[config.mk]
export PLATFORM = sky130hd
export DESIGN_NAME = dual_grant_rr_arbiter
export DESIGN_NICKNAME = d
export VERILOG_FILES = /design/src/rtl/dual_grant_arb_pkg.sv /design/src/rtl/rot_two_hot_pick.sv /design/src/rtl/dual_grant_rr_arbiter.sv
export SDC_FILE = /design/constraint.sdc
export NUM_CORES = 1
export LEC_CHECK = 0
export CAP_MARGIN = 20
export CORE_ASPECT_RATIO = 0.9
export CORE_MARGIN = 4
export CORE_UTILIZATION = 50
export DETAILED_ROUTE_END_ITERATION = 8
export GPL_TIMING_DRIVEN = 1
export PLACE_DENSITY = 0.7
export SETUP_SLACK_MARGIN = 0.5
export SLEW_MARGIN = 5
export SYNTH_ARGS = -nofsm -noshare
export SYNTH_HDL_FRONTEND = slang
export SYNTH_SLANG_ARGS = --single-unit
[constraint.sdc]
create_clock -name clk -period 9.5 [get_ports clk]
set_input_delay 1.425 -clock clk [delete_from_list [all_inputs] [get_ports clk]]
set_output_delay 1.425 -clock clk [all_outputs]
set_load 0.02 [all_outputs]
[src/rtl/dual_grant_arb_pkg.sv]
// Shared types and helpers for the dual-grant round-robin arbiter.
// Optional requester masking is enabled by defining DUAL_GRANT_ARB_MASK_EN.
package dual_grant_arb_pkg;

    typedef enum logic {
        IDLE = 1'b0,
        HOLD = 1'b1
    } arb_state_t;

    // Advance a requester index by one, wrapping from n-1 back to 0.
    function automatic int unsigned ptr_inc(input int unsigned idx, input int unsigned n);
        return (idx + 1 >= n) ? 0 : idx + 1;
    endfunction

endpackage

[src/rtl/rot_two_hot_pick.sv]
// Combinational picker: the first and second set requests in rotating priority order from i_ptr.
// The vector is rotated so that i_ptr lands at bit 0, searched from the bottom, then rotated back.
module rot_two_hot_pick
    import dual_grant_arb_pkg::*;
#(
    parameter int unsigned NUM_REQ = 12,
    parameter int unsigned PTR_W   = $clog2(NUM_REQ)
) (
    input  logic [NUM_REQ-1:0] i_req,
    input  logic [PTR_W-1:0]   i_ptr,
    output logic [NUM_REQ-1:0] o_first,
    output logic [NUM_REQ-1:0] o_second,
    output logic [1:0]         o_cnt
);

    logic [NUM_REQ-1:0] w_rot;
    logic [NUM_REQ-1:0] w_pre1;
    logic [NUM_REQ-1:0] w_first_r;
    logic [NUM_REQ-1:0] w_rot2;
    logic [NUM_REQ-1:0] w_pre2;
    logic [NUM_REQ-1:0] w_second_r;

    // Rotate right by i_ptr: rotated bit i holds requester (i + ptr) mod NUM_REQ.
    always_comb begin
        int unsigned k;
        w_rot = '0;
        for (int unsigned i = 0; i < NUM_REQ; i++) begin
            k = i + 32'(i_ptr);
            if (k >= NUM_REQ) k = k - NUM_REQ;
            w_rot[i] = i_req[k];
        end
    end

    // Prefix-OR marks every bit above the lowest set bit; clearing that bit exposes the second pick.
    always_comb begin
        w_pre1 = '0;
        w_pre2 = '0;
        for (int unsigned i = 1; i < NUM_REQ; i++) begin
            w_pre1[i] = w_pre1[i-1] | w_rot[i-1];
        end
        w_first_r = w_rot & ~w_pre1;
        w_rot2    = w_rot & ~w_first_r;
        for (int unsigned i = 1; i < NUM_REQ; i++) begin
            w_pre2[i] = w_pre2[i-1] | w_rot2[i-1];
        end
        w_second_r = w_rot2 & ~w_pre2;
    end

    // Rotate back left by i_ptr.
    always_comb begin
        int unsigned k;
        o_first  = '0;
        o_second = '0;
        for (int unsigned j = 0; j < NUM_REQ; j++) begin
            k = j + NUM_REQ - 32'(i_ptr);
            if (k >= NUM_REQ) k = k - NUM_REQ;
            o_first[j]  = w_first_r[k];
            o_second[j] = w_second_r[k];
        end
    end

    always_comb begin
        if (|w_second_r)     o_cnt = 2'd2;
        else if (|w_first_r) o_cnt = 2'd1;
        else                 o_cnt = 2'd0;
    end

endmodule

[src/rtl/dual_grant_rr_arbiter.sv]
// Round-robin arbiter issuing up to two one-hot grants per valid/ready transaction.
// Define DUAL_GRANT_ARB_MASK_EN to add the mask_i port that blocks selected requesters.
module dual_grant_rr_arbiter
    import dual_grant_arb_pkg::*;
#(
    parameter int unsigned NUM_REQ = 12,
    parameter int unsigned PTR_W   = $clog2(NUM_REQ)
) (
    input  logic               clk,
    input  logic               reset,
    input  logic [NUM_REQ-1:0] req_i,
`ifdef DUAL_GRANT_ARB_MASK_EN
    input  logic [NUM_REQ-1:0] mask_i,
`endif
    output logic               gnt_valid_o,
    input  logic               gnt_ready_i,
    output logic [NUM_REQ-1:0] gnt0_o,
    output logic [NUM_REQ-1:0] gnt1_o,
    output logic [1:0]         gnt_cnt_o
);

    arb_state_t         r_state, w_state_nx;
    logic [PTR_W-1:0]   r_ptr, w_ptr_nx;
    logic [NUM_REQ-1:0] r_gnt0, w_gnt0_nx;
    logic [NUM_REQ-1:0] r_gnt1, w_gnt1_nx;
    logic [1:0]         r_cnt, w_cnt_nx;

    logic [NUM_REQ-1:0] w_req_eff;
    logic               w_hs;
    logic [NUM_REQ-1:0] w_last_vec;
    logic [PTR_W-1:0]   w_last_idx;
    logic [PTR_W-1:0]   w_ptr_hs;
    logic [PTR_W-1:0]   w_pick_ptr;
    logic [NUM_REQ-1:0] w_pick0, w_pick1;
    logic [1:0]         w_pick_cnt;

`ifdef DUAL_GRANT_ARB_MASK_EN
    assign w_req_eff = req_i & ~mask_i;
`else
    assign w_req_eff = req_i;
`endif

    assign w_hs = (r_state == HOLD) && gnt_ready_i;

    // The pointer moves past the last grant actually issued in the held pair.
    always_comb begin
        w_last_vec = (r_cnt == 2'd2) ? r_gnt1 : r_gnt0;
        w_last_idx = '0;
        for (int unsigned i = 0; i < NUM_REQ; i++) begin
            if (w_last_vec[i]) w_last_idx = PTR_W'(i);
        end
    end

    assign w_ptr_hs   = PTR_W'(ptr_inc(32'(w_last_idx), NUM_REQ));
    // A handshake cycle re-picks with the advanced pointer so back-to-back pairs have no bubble.
    assign w_pick_ptr = w_hs ? w_ptr_hs : r_ptr;

    rot_two_hot_pick #(
        .NUM_REQ (NUM_REQ),
        .PTR_W   (PTR_W)
    ) u_pick (
        .i_req    (w_req_eff),
        .i_ptr    (w_pick_ptr),
        .o_first  (w_pick0),
        .o_second (w_pick1),
        .o_cnt    (w_pick_cnt)
    );

    always_comb begin
        w_state_nx = r_state;
        w_ptr_nx   = r_ptr;
        w_gnt0_nx  = r_gnt0;
        w_gnt1_nx  = r_gnt1;
        w_cnt_nx   = r_cnt;
        case (r_state)
            IDLE: begin
                if (|w_req_eff) begin
                    w_state_nx = HOLD;
                    w_gnt0_nx  = w_pick0;
                    w_gnt1_nx  = w_pick1;
                    w_cnt_nx   = w_pick_cnt;
                end
            end
            HOLD: begin
                if (w_hs) begin
                    w_ptr_nx = w_ptr_hs;
                    if (|w_req_eff) begin
                        w_gnt0_nx = w_pick0;
                        w_gnt1_nx = w_pick1;
                        w_cnt_nx  = w_pick_cnt;
                    end else begin
                        w_state_nx = IDLE;
                        w_gnt0_nx  = '0;
                        w_gnt1_nx  = '0;
                        w_cnt_nx   = '0;
                    end
                end
            end
            default: w_state_nx = IDLE;
        endcase
    end

    always_ff @(posedge clk) begin
        if (reset) begin
            r_state <= IDLE;
            r_ptr   <= '0;
            r_gnt0  <= '0;
            r_gnt1  <= '0;
            r_cnt   <= '0;
        end else begin
            r_state <= w_state_nx;
            r_ptr   <= w_ptr_nx;
            r_gnt0  <= w_gnt0_nx;
            r_gnt1  <= w_gnt1_nx;
            r_cnt   <= w_cnt_nx;
        end
    end

    assign gnt_valid_o = (r_state == HOLD);
    assign gnt0_o      = r_gnt0;
    assign gnt1_o      = r_gnt1;
    assign gnt_cnt_o   = r_cnt;

endmodule

==> metrics.txt <==
Worst path max stage delay=710 ps; Place WS=1480 ps; crit path buf inv count=3; max_slew headroom=34.0%; gr usage total=30.4%; critical path data arrival time=8250 ps; Top FF cell, synth=dfxtp_1; Max Cap Violations=0; pin count of the biggest net entering global routing=33; FFs w/ async S/R, synth=0%; Filler cells=1,033; clk buf depth=2; grt total ovfl=0; Final Core Density=56.9%; EDFF count, synth=0; status=complete, no violations; synthesized area per cell=7.35 sq um; Slew Viols, Final=0; H-tree depth=2; hpwl dp=15,500 microns; most common cell after layout, fill and taps aside=nand2_1; Worst setup EP type=flip-flop; wire per inst=21.9 microns; Seq/Total Area, Yosys=11.2%; first-pass GRT wire length=31,100 microns; number of global-route vias before repair=5,731; CP top delay family=simple AND/OR/NAND/NOR gates; GPL Wtd Cong=0.952; DIE WIDTH=119 microns; post-CTS sizing=0; Inst Count DP=896; Fmax achieved=124 MHz; Die Height=108 microns; vias per cell=6.99; post-synth cell types=90; Syn Nets=802; post-synthesis instance area=0.00553 sq mm; Tmin final=8080 ps; Data required, critical path=9670 ps; worst skew pair latency=280 ps; Gate Count Post-Synth=752; CTS clk-pin slew, worst paths=50 ps; setup TNS=0 ps; cts hold-fix bufs=0; Critical Path Fanout Max=24; worst slew pin tran=962 ps; Setup Viol. Count Final=0; worst hold stages=2; Vias=6,316; Max stage delay cell, worst path=mux2i_1; 1st-iter DRT viols=748; Setup Buffers After CTS=0; startpoint class of the critical path=flip-flop; Final Cycle Share=85.1%; Core Area=0.0108 sq mm; CTS buffer count=5; RSZ-0062 raised after global routing=no; share of cells above drive strength 1=8.17%; CTS tree=built; full die area=0.0128 sq mm; final worst slack=1420 ps; Sinks on Clock Net=31; ant diodes=0; DRC=0; commonest non-fill, non-tap cells in the layout=nand2_1 (75), a21oi_1 (55), nor2_1 (51); Yosys Warn Count=0; R2R cell count=25; Crit. path cell count=25; Nets=820; Non-Filler Instances=904; Worst Clk Skew=4.20 ps; Initial DRT Pass Iterations=6; Area Overhead vs Synth=11.3%; routed wire length=19,800 microns; Detail Route Antenna Nets=0; Tightest Hold Check Type=flip-flop to flip-flop; # IOs=42; final hold vios=0; initial core utilization=51.1%; number of port buffers=41; kind of critical path=flip-flop to flip-flop; Core Rows=36; initial antenna violation count=0; register bit total from synthesis=31; clk root buf=clkbuf_16
[Yosys cell counts (all sizes together), types with 8 or more instances]
| cell | instances | share of area (%) |
|---|---|---|
| xnor2 | 37 | 6.1 |
| inv | 25 | 1.7 |
| a211oi | 11 | 1.5 |
| ha | 35 | 7.9 |
| and3 | 13 | 1.5 |
| a22oi | 9 | 1.2 |
| nor3 | 22 | 2.5 |
| mux2i | 42 | 7.6 |
| clkbuf | 24 | 1.7 |
| nand3 | 27 | 2.5 |
| a31oi | 10 | 1.1 |
| mux2 | 15 | 3.1 |
| nor2b | 11 | 1.2 |
| nor4 | 10 | 1.2 |
| dfxtp | 31 | 11 |
| a21oi | 56 | 5.1 |
| and2 | 14 | 1.6 |
| o21ai | 46 | 4.2 |
| o211ai | 14 | 1.9 |
| o31ai | 11 | 1.6 |
| a22o | 8 | 1.3 |
| nand2b | 12 | 1.4 |
| a32oi | 8 | 1.3 |
| buf | 13 | 1.3 |
| nor2 | 54 | 3.9 |
| nand2 | 75 | 5.1 |
[state kept, by name, indices dropped and copies added (netlist names)]
| signal | cells |
|---|---|
| gnt0_o | 12 |
| gnt1_o | 12 |
| gnt_cnt_o | 2 |
| gnt_valid_o | 1 |
| r_ptr | 4 |
[final timing paths]
path,startpoint,to,slack [ps]
setup / recovery,gnt_cnt_o[0],gnt1_o[0],1420
hold / removal,gnt0_o[0],gnt0_o[0],460
setup reg to reg,gnt_cnt_o[0],gnt1_o[0],1420
hold reg to reg,gnt0_o[0],gnt0_o[0],460
[final cells by class]
type                            count  area, sq um  area share [%]
Multi-Input combinational cell    658         4640            75.5
Inverter                           26          103            1.67
Tap cell                          133          166            2.71
Timing Repair Buffer               48          463            7.53
Clock buffer                        8          156            2.54
Sequential cell                    31          621            10.1
[logic make-up after synthesis]
family	count (synthesis)	share of synthesized area, %
simple gates	279	26.7
compound gates	243	30.4
buf+inv	63	4.78
mux	61	12.3
xor+xnor	39	6.45
fa+ha+maj	36	8.11
flops	31	11.2
[tightest hold or removal path, cell delays in order (launching register included)]
cell	delay, ps
dfxtp_1	330
nand2_1	50
o21ai_0	60
[per-stage QoR]
stage | area (sq um) | hold slack (ps)
2_1_floorplan | 5530 | 537
5_1_grt | 6150 | 499
3_5_place_dp | 5990 | 446
6_report | 6150 | 463
3_3_place_gp | 5990 | 443
4_1_cts | 6150 | 461
[metal layers]
layer	global-route usage, %	share of wire (%)
met3	5.20	9.5
met4	8.77	3.1
met2	48.6	45
met1	42.1	43
met5	0	0
Power is not shown: default switching activity piles up to over one toggle a cycle in this logic, so the estimate is an artifact.
